### config.mk
export PLATFORM = sky130hd
export DESIGN_NAME = dmcache_refill_ctrl
export DESIGN_NICKNAME = d
export VERILOG_FILES = /design/src/rtl/dmcache_defs_pkg.sv /design/src/rtl/dmcache_refill_ctrl.sv
export SDC_FILE = /design/constraint.sdc
export NUM_CORES = 1
export LEC_CHECK = 0
export ABC_AREA = 1
export BUFFER_PORTS_ARGS = -buffer_cell sky130_fd_sc_hd__buf_4
export CAP_MARGIN = 20
export CORE_MARGIN = 4
export CORE_UTILIZATION = 46
export CTS_CLUSTER_SIZE = 40
export DETAILED_ROUTE_END_ITERATION = 8
export PLACE_DENSITY_LB_ADDON = 0.08
export RECOVER_POWER = 100
export REMOVE_ABC_BUFFERS = 1
export SLEW_MARGIN = 10
export SYNTH_ARGS = -nofsm -noshare
export SYNTH_HDL_FRONTEND = slang
export SYNTH_SLANG_ARGS = --single-unit
### constraint.sdc
create_clock -name clk_i -period 2.1 [get_ports clk_i]
set_input_delay 0.315 -clock clk_i [delete_from_list [all_inputs] [get_ports clk_i]]
set_output_delay 0.315 -clock clk_i [all_outputs]
set_load 0.1 [all_outputs]
### src/rtl/dmcache_defs_pkg.sv
// Shared dmcache geometry and refill FSM state encodings; dmcache and its
// refill controller both import this package so the two sides agree on layout.
package dmcache_defs_pkg;

    localparam int DC_AW         = 8;
    localparam int DC_DW         = 8;
    localparam int DC_INDEX_W    = 2;
    localparam int DC_OFFSET_W   = 2;
    localparam int DC_TAG_W      = DC_AW - DC_INDEX_W - DC_OFFSET_W;
    localparam int DC_LINE_WORDS = 1 << DC_OFFSET_W;

    typedef enum logic [2:0] {
        ST_IDLE   = 3'd0,
        ST_LOOKUP = 3'd1,
        ST_MREQ   = 3'd2,
        ST_FILL   = 3'd3,
        ST_RESP   = 3'd4
    } state_e;

endpackage

### src/rtl/dmcache_refill_ctrl.sv
// Request front-end and miss handler for dmcache: looks up each read, returns
// hits directly, and on a miss refills the whole line before returning the word.
module dmcache_refill_ctrl
    import dmcache_defs_pkg::*;
#(
    parameter int AW       = DC_AW,
    parameter int DW       = DC_DW,
    parameter int INDEX_W  = DC_INDEX_W,
    parameter int OFFSET_W = DC_OFFSET_W
) (
    input  logic                            clk_i,
    input  logic                            rst_ni,
    input  logic                            req_valid_i,
    input  logic [AW-1:0]                   req_addr_i,
    output logic                            req_ready_o,
    output logic [AW-1:0]                   lookup_addr_o,
    input  logic                            cache_hit_i,
    input  logic [DW-1:0]                   cache_data_i,
    output logic                            resp_valid_o,
    output logic [DW-1:0]                   resp_data_o,
    output logic                            mem_req_valid_o,
    output logic [AW-1:0]                   mem_req_addr_o,
    input  logic                            mem_req_ready_i,
    input  logic                            mem_rsp_valid_i,
    input  logic [DW-1:0]                   mem_rsp_data_i,
    output logic                            fill_inval_o,
    output logic                            fill_we_o,
    output logic                            fill_line_we_o,
    output logic [INDEX_W-1:0]              fill_index_o,
    output logic [OFFSET_W-1:0]             fill_word_o,
    output logic [AW-INDEX_W-OFFSET_W-1:0]  fill_tag_o,
    output logic [DW-1:0]                   fill_data_o,
    output logic                            busy_o
);

    localparam int TAG_W = AW - INDEX_W - OFFSET_W;
    localparam logic [OFFSET_W-1:0] LAST_BEAT = '1;

    state_e              state_q, state_d;
    logic [AW-1:0]       addr_q, addr_d;
    logic [OFFSET_W-1:0] beat_cnt_q, beat_cnt_d;
    logic [DW-1:0]       resp_data_q, resp_data_d;
    logic                hit_rsp_q, hit_rsp_d;

    logic [TAG_W-1:0]    tag;
    logic [INDEX_W-1:0]  index;
    logic [OFFSET_W-1:0] offset;

    assign {tag, index, offset} = addr_q;

    always_ff @(posedge clk_i or negedge rst_ni) begin
        if (!rst_ni) begin
            state_q     <= ST_IDLE;
            addr_q      <= '0;
            beat_cnt_q  <= '0;
            resp_data_q <= '0;
            hit_rsp_q   <= 1'b0;
        end else begin
            state_q     <= state_d;
            addr_q      <= addr_d;
            beat_cnt_q  <= beat_cnt_d;
            resp_data_q <= resp_data_d;
            hit_rsp_q   <= hit_rsp_d;
        end
    end

    always_comb begin
        state_d         = state_q;
        addr_d          = addr_q;
        beat_cnt_d      = beat_cnt_q;
        resp_data_d     = resp_data_q;
        hit_rsp_d       = 1'b0;
        req_ready_o     = 1'b0;
        mem_req_valid_o = 1'b0;
        fill_inval_o    = 1'b0;
        fill_we_o       = 1'b0;
        fill_line_we_o  = 1'b0;

        case (state_q)
            ST_IDLE: begin
                req_ready_o = 1'b1;
                if (req_valid_i) begin
                    addr_d  = req_addr_i;
                    state_d = ST_LOOKUP;
                end
            end
            ST_LOOKUP: begin
                if (cache_hit_i) begin
                    resp_data_d = cache_data_i;
                    hit_rsp_d   = 1'b1;
                    state_d     = ST_IDLE;
                end else begin
                    // Invalidate up front so an interrupted refill never leaves a stale-valid line.
                    fill_inval_o = 1'b1;
                    state_d      = ST_MREQ;
                end
            end
            ST_MREQ: begin
                mem_req_valid_o = 1'b1;
                if (mem_req_ready_i) begin
                    beat_cnt_d = '0;
                    state_d    = ST_FILL;
                end
            end
            ST_FILL: begin
                if (mem_rsp_valid_i) begin
                    fill_we_o = 1'b1;
                    if (beat_cnt_q == offset) begin
                        resp_data_d = mem_rsp_data_i;
                    end
                    beat_cnt_d = beat_cnt_q + 1'b1;
                    if (beat_cnt_q == LAST_BEAT) begin
                        fill_line_we_o = 1'b1;
                        state_d        = ST_RESP;
                    end
                end
            end
            ST_RESP: begin
                state_d = ST_IDLE;
            end
            default: begin
                state_d = ST_IDLE;
            end
        endcase
    end

    assign lookup_addr_o  = addr_q;
    assign mem_req_addr_o = {tag, index, {OFFSET_W{1'b0}}};
    assign fill_index_o   = index;
    assign fill_tag_o     = tag;
    assign fill_word_o    = beat_cnt_q;
    assign fill_data_o    = mem_rsp_data_i;
    assign resp_data_o    = resp_data_q;
    // Hits respond from IDLE via the registered pulse; refills respond from RESP.
    assign resp_valid_o   = hit_rsp_q || (state_q == ST_RESP);
    assign busy_o         = (state_q != ST_IDLE);

endmodule

Yosys cells after proc, flatten, opt, wreduce, memory -nomap -nowiden
Cells that the tools add are included.

storage, ports and cells
  latch bits = 0
  output and inout port bits = 47
  register bits = 22
  bits in read-only memories = 0
  memories = 0
  input bits = 30
  memory bits (writable) = 0

operators by class
  shifts and indexed selects = 0
  eq/ne operators = 12
  div/mod/pow operators = 0
  $add $sub $neg = 1
  multiply operators = 0
  reduce and logical (&&, ||, !) cells = 9
  $lt $le $gt $ge = 0
  muxes and demuxes = 24
  bitwise operators = 0

operator list
  kind                                            number
  2-to-1 mux 8 bit                                3
  case mux 8 bit (2 select lines)                 1
  2-to-1 mux 3 bit                                4
  != test 2 bit (second input constant)           6
  case mux 3 bit (4 select lines)                 1
  2-to-1 mux 1 bit                                11
  AND reduction 4 bit                             2
  == test 3 x 2 -> 1 bit (second input constant)  2
  2-to-1 mux 2 bit                                3
  case mux 2 bit (2 select lines)                 1
  nonzero test 2 bit                              2
  == test 3 x 1 -> 1 bit (second input constant)  1
  == test 3 bit (second input constant)           1
  logical NOT 3 bit                               1
  AND reduction 3 bit                             1
  nonzero test 3 bit                              1
  adder 2 x 1 -> 2 bit (second input constant)    1
  == test 2 bit                                   1
  == test 2 bit (second input constant)           1
  AND reduction 2 bit                             1
  logical OR 1 bit                                1

Logic depth before layout (Yosys ltp)
  depth after elaboration = 4
  depth in mapped cells = 8
  mapped depth without buffers = 8

Least setup slack after synthesis
No wires, ideal clock.

  path kind = register to output
  from = register beat_cnt_q[1] (netlist: fill_word_o[1])
  to = output fill_line_we_o
  setup slack = -1,606 ps
  cell stages (with the launch flop) = 4
  path buffers = 0
  arrival = 3,391 ps
  path through = dfrtp_1 -> ha_1 -> a21oi_1 -> nor3_1

between the ends
  longest elaborated chain between the ends = 4

ends and longest elaborated chain
  item                      line                        RTL
  start: declaration        dmcache_refill_ctrl.sv:41   logic [OFFSET_W-1:0] beat_cnt_q, beat_cnt_d;
  start signal: assignment  dmcache_refill_ctrl.sv:61   beat_cnt_q <= beat_cnt_d;
  == test 2 bit             dmcache_refill_ctrl.sv:112  if (beat_cnt_q == LAST_BEAT) begin
  2-to-1 mux 1 bit          dmcache_refill_ctrl.sv:112
  2-to-1 mux 1 bit          dmcache_refill_ctrl.sv:106  if (mem_rsp_valid_i) begin
  2-to-1 mux 1 bit          dmcache_refill_ctrl.sv:79   case (state_q)
  end: declaration          dmcache_refill_ctrl.sv:28   output logic fill_line_we_o,

Every way passes these cells.

Worst setup path in the final report
  from = register state_q[0]
  to = output fill_line_we_o

between the ends
  longest elaborated chain between the ends = 2

ends and longest elaborated chain
  item                      line                       RTL
  start: declaration        dmcache_refill_ctrl.sv:39  state_e state_q, state_d;
  start signal: assignment  dmcache_refill_ctrl.sv:59  state_q <= state_d;
  == test 3 x 2 -> 1 bit    dmcache_refill_ctrl.sv:79
  2-to-1 mux 1 bit          dmcache_refill_ctrl.sv:79

Every way passes these cells.

==> flow_metrics.tcl <==
set metrics [dict create \
    drtAntennaViolNets 0 \
    hold_path_class "in2reg" \
    synth_cell_types 22 \
    wl_per_cell_um 12.36 \
    slew_headroom_pct 22.32 \
    cts_root_buf "clkbuf_4" \
    synth_area_um2 1285 \
    core-area_um2 2567 \
    fmax_ghz 0.5071 \
    place_congestion 0.8031 \
    antenna_found_initial 0 \
    synthArstFlopShare_pct 100.0 \
    dp_hpwl_um 2585 \
    htree_levels 1 \
    grt_overflow 0 \
    syn_to_final_growth_pct 26.78 \
    finalCriticalPeriod_ps 1972 \
    post-cts-setup-buffers 0 \
    io_pins 77 \
    yosys_register_bits 22 \
    crit_path_start_kind "flip-flop" \
    synth.most_common_cell "nand2_1" \
    yosysWarnings 0 \
    synth.avg_cell_area_um2 7.428 \
    routed_via_density 4.847 \
    clk_pin_slew_ps 120 \
    timing.rr.start "state_q[0]" \
    route.detailed.drc 0 \
    grt_pass1_wl_um 4961 \
    numPortBuffers 74 \
    cts_tree "built" \
    yosys.area.top_type "dfrtp_1" \
    hold_viol_final 0 \
    drive_gt1_share_pct 31.60 \
    clk_latency_ps 310 \
    status "completed" \
    fin_crit_sh_pct 93.90 \
    dr_total_vias 1265 \
    setup_violations 0 \
    pre_cts_slack_ps 451.4 \
    clockBufferDepth 2 \
    worst_slack_ps 128.2 \
    synthCells 173 \
    yosysSeqAreaShare_pct 42.84 \
    instances_no_fill 261 \
    fin_hold_ws_ps 230.8 \
    synth_edf_count 0 \
    synth_area_leaders "dfrtp_1 (43%), nand2_1 (20%), buf_4 (13%)" \
    nets 263 \
    cp.arrival_ps 1660 \
    grt.total_usage_pct 18.43 \
    initial_utilization_pct 50.05 \
    die_height_um 60.86 \
    required_ps 1780 \
    min_path_cells 3 \
    hp-start "req_addr_i[4]" \
    synth_ff_type "dfrtp_1" \
    critPathKind "reg2out" \
    endpoint_kind "output pin" \
    dpl.cell_count 256 \
    min_to "lookup_addr_o[4]" \
    worst_pin_slew_ps 1170 \
    rr_worst_depth 7 \
    cap_violations 0 \
    crit_path_max_fanout 6 \
    fp.dieArea_um2 3703 \
    synth_top_area_share_pct 42.84 \
    cts_num_sinks 22 \
    numCtsBuffers 3 \
    wl_um 3226 \
    r2r_end "resp_data_o[2]" \
    maxSlewViolCount 0 \
    skew_ps 2.896 \
    first_global_vias 1153 \
    die_x_um 60.86 \
    grt_max_degree 23 \
    r2r_slack_ps 300 \
    rows 18 \
    drtIter0Drc 46 \
    rsz0062_at_grt "false" \
    netlist_top_cells_count "nand2_1 (69), buf_4 (22), dfrtp_1 (22)" \
    drtPass1Iterations 4 \
    num_antenna_cells 0 \
]
==> per-layer routing <==
metal | track usage (%) | share of wire [%] | up-vias | wire length, um
met2 | 31.30 | 49 | 62 | 1582
met3 | 3.830 | 9.7 | 6 | 312
met4 | 9.907 | 2.1 | 0 | 69
met5 | 0 | 0 | - | 0
met1 | 21.73 | 39 | 561 | 1262
li1 | - | - | 636 | -
==> sequential cells by signal, summed over array words and instances, names as in the netlist <==
register	count
lookup_addr_o	8
fill_word_o	2
state_q	3
resp_data_o	8
hit_rsp_q	1
==> per-stage QoR <==
step | utilization, % | area [um^2] | TNS (ps)
finish | 63.45 | 1629 | 0
global route | 63.45 | 1629 | 0
CTS | 68.91 | 1769 | 0
detailed placement | 67.11 | 1723 | 0
global placement | 67.11 | 1723 | 0
floorplan | - | 1115 | -10890
==> cells by family after synthesis <==
logic type,Yosys count,share of synthesized area (%)
compound gates,7,3.116
fa+ha+maj,1,0.9736
buf+inv,38,17.62
flops,22,42.84
other cells,1,0.2918
simple gates,104,35.15
==> how the worst max path moves through the flow <==
stage              startpoint              to  cells after the start
3_3_place_gp       state_q[2]  fill_line_we_o                      5
4_1_cts            state_q[2]  fill_line_we_o                      5
6_report           state_q[0]  fill_line_we_o                      5
3_5_place_dp       state_q[2]  fill_line_we_o                      5
2_1_floorplan  fill_word_o[1]  fill_line_we_o                      3
5_1_grt            state_q[2]  fill_line_we_o                      5
==> placed cells by master, fill, tap and decap left out, types with 4 or more instances in the layout <==
master,instances
clkbuf_2,30
nand3_1,18
inv_1,12
clkbuf_1,11
clkbuf_4,6
a21oi_1,4
dfrtp_1,22
nor2_1,9
nand2_1,70
buf_4,29
==> worst max-delay path: stages, from the launching register on <==
cell,delay (ps)
dfrtp_1,460
nor2_1,110
nand3b_1,120
nand2_1,110
nor3_1,260
buf_6,280
==> cell type report <==
cell class,count,area (um^2)
fillers,269,938.4
inverters,14,52.55
multi-input cells,114,489.2
clock buffers,4,36.28
flip-flops and latches,22,550.5
repair buffers,77,462.9
well taps,30,37.54
==> repair_timing <==
item | in CTS | in global routing
hold endpoints to repair | 22 | 0
endpoints found under the setup margin | 0 | 1
gates resized for setup | 0 | 2
hold buffers | 1 | 0
Power is not shown: default switching activity piles up to over one toggle a cycle in this logic, so the estimate is an artifact.
